**config.mk**
```make
export PLATFORM = sky130hd
export DESIGN_NAME = lattice_stream_out
export DESIGN_NICKNAME = d
export VERILOG_FILES = /design/src/rtl/lattice_stream_out.sv
export SDC_FILE = /design/constraint.sdc
export NUM_CORES = 1
export LEC_CHECK = 0
export ABC_AREA = 1
export CAP_MARGIN = 20
export CORE_MARGIN = 10
export CORE_UTILIZATION = 41
export CTS_BUF_LIST = sky130_fd_sc_hd__clkbuf_16
export CTS_CLUSTER_DIAMETER = 200
export CTS_CLUSTER_SIZE = 10
export DETAILED_ROUTE_END_ITERATION = 12
export GPL_TIMING_DRIVEN = 0
export PLACE_DENSITY = 0.66
export SYNTH_ARGS = -nofsm -noshare
export SYNTH_HDL_FRONTEND = slang
export SYNTH_SLANG_ARGS = --single-unit
```
**constraint.sdc**
```tcl
create_clock -name m00_axis_aclk -period 12.8 [get_ports m00_axis_aclk]
set_input_delay 2.56 -clock m00_axis_aclk [delete_from_list [all_inputs] [get_ports m00_axis_aclk]]
set_output_delay 2.56 -clock m00_axis_aclk [all_outputs]
set_load 0.05 [all_outputs]
```
**src/rtl/lattice_stream_out.sv**
```systemverilog
// lattice_stream_out: streams one frame of D2Q9 lattice nodes from a BRAM to
// an AXI4-Stream master. One beat carries all Q directions of one node.
// Reads are issued ahead of the stream into a small skid FIFO. The FIFO is
// sized so that every read in flight always has a slot when its data returns.
module lattice_stream_out #(
    parameter int DATA_WIDTH = 16,
    parameter int Q          = 9,
    parameter int DEPTH      = 2500,
    parameter int ADDR_WIDTH = 12,
    parameter int RD_LATENCY = 1
) (
    input  logic                         m00_axis_aclk,
    input  logic                         m00_axis_areset,
    input  logic                         start,
    input  logic [ADDR_WIDTH-1:0]        base_addr,
    output logic                         busy,
    output logic                         done,
    output logic                         rd_en,
    output logic [ADDR_WIDTH-1:0]        rd_addr,
    input  logic [Q*DATA_WIDTH-1:0]      rd_data,
    input  logic                         m00_axis_tready,
    output logic                         m00_axis_tvalid,
    output logic [Q*DATA_WIDTH-1:0]      m00_axis_tdata,
    output logic [Q*DATA_WIDTH/8-1:0]    m00_axis_tstrb,
    output logic                         m00_axis_tlast
);

    localparam int W          = Q * DATA_WIDTH;
    localparam int FIFO_DEPTH = RD_LATENCY + 2;
    localparam int PTR_W      = $clog2(FIFO_DEPTH);
    localparam int OCC_W      = $clog2(FIFO_DEPTH + 1);
    localparam int CNT_W      = $clog2(DEPTH + 1);
    localparam logic [CNT_W-1:0] LAST_IDX  = CNT_W'(DEPTH - 1);
    localparam logic [CNT_W-1:0] DEPTH_CNT = CNT_W'(DEPTH);
    localparam logic [PTR_W-1:0] PTR_LAST  = PTR_W'(FIFO_DEPTH - 1);

    typedef enum logic [1:0] {
        IDLE,
        RUN,
        DRAIN
    } state_t;

    state_t state, state_next;

    logic [ADDR_WIDTH-1:0] base_reg;
    logic [CNT_W-1:0]      rd_count;
    logic [CNT_W-1:0]      beat_count;
    logic [RD_LATENCY-1:0] in_flight;
    logic [W-1:0]          fifo_mem [FIFO_DEPTH];
    logic [PTR_W-1:0]      wr_ptr, rd_ptr;
    logic [OCC_W-1:0]      occupancy;
    logic                  accept;
    logic                  fifo_wr;
    logic                  fifo_pop;
    logic                  last_pop;

    function automatic logic [PTR_W-1:0] ptr_inc(input logic [PTR_W-1:0] p);
        return (p == PTR_LAST) ? '0 : p + PTR_W'(1);
    endfunction

    // Next-state and all combinational outputs; reads are throttled so
    // buffered plus outstanding data never exceeds the FIFO capacity.
    always_comb begin
        int pending;
        state_next      = state;
        pending         = int'(occupancy) + $countones(in_flight);
        accept          = (state == IDLE) && start;
        busy            = (state != IDLE);
        rd_en           = (state == RUN) && (rd_count < DEPTH_CNT) && (pending < FIFO_DEPTH);
        rd_addr         = base_reg + ADDR_WIDTH'(rd_count);
        fifo_wr         = in_flight[RD_LATENCY-1];
        m00_axis_tvalid = (occupancy != '0);
        m00_axis_tdata  = m00_axis_tvalid ? fifo_mem[rd_ptr] : '0;
        m00_axis_tlast  = m00_axis_tvalid && (beat_count == LAST_IDX);
        m00_axis_tstrb  = '1;
        fifo_pop        = m00_axis_tvalid && m00_axis_tready;
        last_pop        = fifo_pop && (beat_count == LAST_IDX);
        case (state)
            IDLE:    if (start) state_next = RUN;
            RUN:     if (rd_en && (rd_count == LAST_IDX)) state_next = DRAIN;
            DRAIN:   if (last_pop) state_next = IDLE;
            default: state_next = IDLE;
        endcase
    end

    // State register, frame counters and the one-cycle done pulse.
    always_ff @(posedge m00_axis_aclk) begin
        if (m00_axis_areset) begin
            state      <= IDLE;
            base_reg   <= '0;
            rd_count   <= '0;
            beat_count <= '0;
            done       <= 1'b0;
        end else begin
            state <= state_next;
            done  <= (state == DRAIN) && last_pop;
            if (accept) begin
                base_reg   <= base_addr;
                rd_count   <= '0;
                beat_count <= '0;
            end else begin
                if (rd_en)    rd_count   <= rd_count + CNT_W'(1);
                if (fifo_pop) beat_count <= beat_count + CNT_W'(1);
            end
        end
    end

    // Tracks reads in flight so returning data is captured exactly RD_LATENCY
    // cycles after its read; clearing it on reset drops stale returns.
    always_ff @(posedge m00_axis_aclk) begin
        if (m00_axis_areset) begin
            in_flight <= '0;
        end else begin
            in_flight[0] <= rd_en;
            for (int i = 1; i < RD_LATENCY; i++) begin
                in_flight[i] <= in_flight[i-1];
            end
        end
    end

    // FIFO pointers and occupancy; simultaneous write and pop leave it unchanged.
    always_ff @(posedge m00_axis_aclk) begin
        if (m00_axis_areset) begin
            wr_ptr    <= '0;
            rd_ptr    <= '0;
            occupancy <= '0;
        end else begin
            if (fifo_wr)  wr_ptr <= ptr_inc(wr_ptr);
            if (fifo_pop) rd_ptr <= ptr_inc(rd_ptr);
            if (fifo_wr && !fifo_pop) occupancy <= occupancy + OCC_W'(1);
            else if (!fifo_wr && fifo_pop) occupancy <= occupancy - OCC_W'(1);
        end
    end

    // FIFO storage; contents need no reset because occupancy gates visibility.
    always_ff @(posedge m00_axis_aclk) begin
        if (fifo_wr) fifo_mem[wr_ptr] <= rd_data;
    end

endmodule
```
==> flow_summary.yaml <==
global_routing:
  grt_pass1_wl_um: 79500
  grt_pass1_vias: 13600
  overflow: 0
  grt_usage_pct: 17.1
  antenna_found_initial: 8
  grt_max_degree: 83
layout:
  largest_reg_flops: 432
  fillers: 4188
  drive_gt1_share_pct: 15.0
  area_delta_synth_final_pct: 29.0
  nNetsFinal: 2258
  regMostFlops: "fifo_mem"
  stdcell_count: 2760
  fin_area_um2: 26400
sta:
  min_period_over_period_pct: 45.7
  slew_headroom_pct: 48.2
  fin_skew_ns: 0.0190
  setup_ws_ns: 6.95
  period_minus_slack_ns: 5.85
  worst_slew_pin_slew_ns: 0.773
  finalSetupTns_ns: 0
  finalHoldViolCount: 0
  rsz0062_at_grt: "false"
  fmax_mhz: 171
  slew_violations: 0
  setup_viol: 0
worst_setup_path:
  crit_fanout: 11
  r2r_slack_ns: 10.41
  arrival_ns: 3.29
  reg2reg_depth: 7
  endpoint_kind: "output pin"
  r2r_end: "fifo_mem[2][79]$_DFFE_PP_"
  r2r-start: "fifo_wr$_SDFF_PP0_"
  cp.required_ns: 10.24
  path_class: "register to output pin"
  cp-start-kind: "register"
floorplan:
  die-width_um: 243
  die_area_um2: 59200
  core_area_um2: 49200
  chipHeight_um: 243
  rows: 81
  io_pins: 339
  start_util_pct: 41.6
cts:
  htree_levels: 2
  cts.sinks: 480
  post-cts-setup-buffer-count: 0
  cts_tree: "yes"
  path_clk_slew_ns: 0.06
  cts_resized: 0
  cts_buffers: 53
  clkLatencyLatePin_ns: 0.59
  clock_path_buffers: 3
  cts.root.buffer_cell: "clkbuf_16"
  cts_hold_buf: 0
detailed_routing:
  drtAntennaViolNets: 0
  viasPerCell: 4.84
  drt_wl_total_um: 52100
  post-route-drc-count: 0
  wl_per_cell_um: 18.9
  vias: 13400
  drt-initial-drc-count: 825
  first_pass_iters: 7
flow_run:
  maxCapViolations: 0
synth:
  ys_types: 37
  synth_flop_cell: "edfxtp_1"
  yosys-top-cells-area: "edfxtp_1 63%, mux2_2 7.9%, inv_1 6.1%"
  synth_edf_count: 432
  synth_area_um2: 20400
  netlist_instances: 1655
  synthArstFlopShare_pct: 0
  syn_avg_cell_area_um2: 12.3
  synth_top_area_cell: "edfxtp_1"
  synth_seq_cells: 480
  seq_area_frac_synth_pct: 68.2
  yosys_warnings: 0
  synth_top_area_share_pct: 63.5
worst_hold_path:
  min_path_cells: 2
  hold_path.class: "register to register"
  hold_end: "beat_count[1]$_SDFFE_PP0P_"
  worstHoldStart: "beat_count[1]$_SDFFE_PP0P_"
power:
  ir_drop_v: 0.000144
  power_density_nw_per_um2: 169
  p_leak_uw: 0.0107
run_status:
  status: "complete, no violations"
placement:
  place_area_um2: 24900
  place_hpwl_um: 36700
  io_buffers: 319
  pre_cts_slack_ns: 7.46
  place_inst: 2690
  gp_congestion: 0.832
## metal layers
| layer | track usage (%) | vias up | routed length [µm] |
|---|---|---|---|
| met2 | 28.9 | 335 | 25600 |
| met4 | 3.99 | 10 | 911 |
| met3 | 4.78 | 75 | 3820 |
| met5 | 0 | - | 65 |
| li1 | - | 6459 | - |
| met1 | 21.4 | 6477 | 21700 |
## logic make-up (layout without fill, tap and decap cells)
logic type | after synthesis | in the layout | share of synthesized area, %
DFF | 480 | 480 | 68.2
buffers and inverters | 426 | 846 | 8.76
AOI/OAI and AO/OA | 347 | 347 | 8.59
and+or+nand+nor | 222 | 222 | 4.65
muxes | 144 | 144 | 7.94
xor gates and xnor gates | 18 | 18 | 0.772
adders and majority gates | 17 | 17 | 1.08
other | 1 | 22 | 0.0184
## stage by stage
step	power (µW)	utilization (%)	hold slack, ns
finish	4460	53.6	0.487
global route	4660	53.6	0.521
CTS	4520	53.6	0.487
detailed placement	3220	50.8	0.479
global placement	3210	49.9	0.465
floorplan	2700	-	0.456
## cell usage in the layout, fill, tap and decap left out, types with 3 or more instances in the layout
cell type	instances
clkbuf_1	20
dfxtp_1	48
xnor2_1	5
conb_1	18
clkdlybuf4s50_1	319
inv_2	5
buf_4	24
mux2_2	144
nand3_1	24
clkbuf_16	53
diode_2	4
edfxtp_1	432
buf_2	30
nand4_1	10
nor3_1	5
nand2_1	101
nor2_1	67
a31oi_1	3
o21ai_1	28
xor2_1	13
nor3_2	3
buf_6	38
o21ai_0	140
a21oi_1	172
buf_1	9
ha_1	16
buf_8	3
inv_1	340
## power breakdown
part | internal (µW) | total (µW) | leakage [µW] | switching [µW]
clock network | 730 | 1290 | 0.000725 | 564
registers | 1750 | 1760 | 0.00430 | 11.9
logic | 468 | 1410 | 0.00567 | 940
## area by class of cell
cell class / count / area [µm²] / share of cell area, %
antenna: 4 / 10.0 / 0.0380
clock buffer: 53 / 1330 / 5.03
sequential: 480 / 13900 / 52.9
inverter: 336 / 1270 / 4.81
clock inverter: 13 / 78.8 / 0.299
timing repair buffer: 354 / 3600 / 13.7
multi-input combinational: 766 / 4780 / 18.1
tap: 664 / 831 / 3.15
buffer: 90 / 529 / 2.01
## Yosys cell counts, types with 16 or more instances
master    instances
o21ai_1          28
buf_4            21
nand3_1          24
edfxtp_1        432
buf_2            30
mux2_2          144
inv_1           331
dfxtp_1          48
clkbuf_1         20
nand2_1         101
ha_1             16
o21ai_0         140
a21oi_1         172
nor2_1           67
## worst max-delay path: stages (launching register included)
cell and delay [ns]:
dfxtp_1 0.31, buf_2 0.30, buf_4 0.29, buf_2 0.39, buf_2 0.34, a21oi_1 0.10, o21ai_0 0.12, inv_1 0.11
clkdlybuf4s50_1 0.72
## how the worst max path moves through the flow
stage                     slack (ns)                        end
after detailed placement        7.46         m00_axis_tdata[44]
after global placement         -5.99  fifo_mem[0][98]$_DFFE_PP_
after global routing            6.71         m00_axis_tdata[44]
final                           6.95         m00_axis_tdata[44]
after CTS                       6.78         m00_axis_tdata[44]
after floorplan                 1.78   fifo_mem[0][0]$_DFFE_PP_
Note: power is estimated with default switching activity, not from simulation.
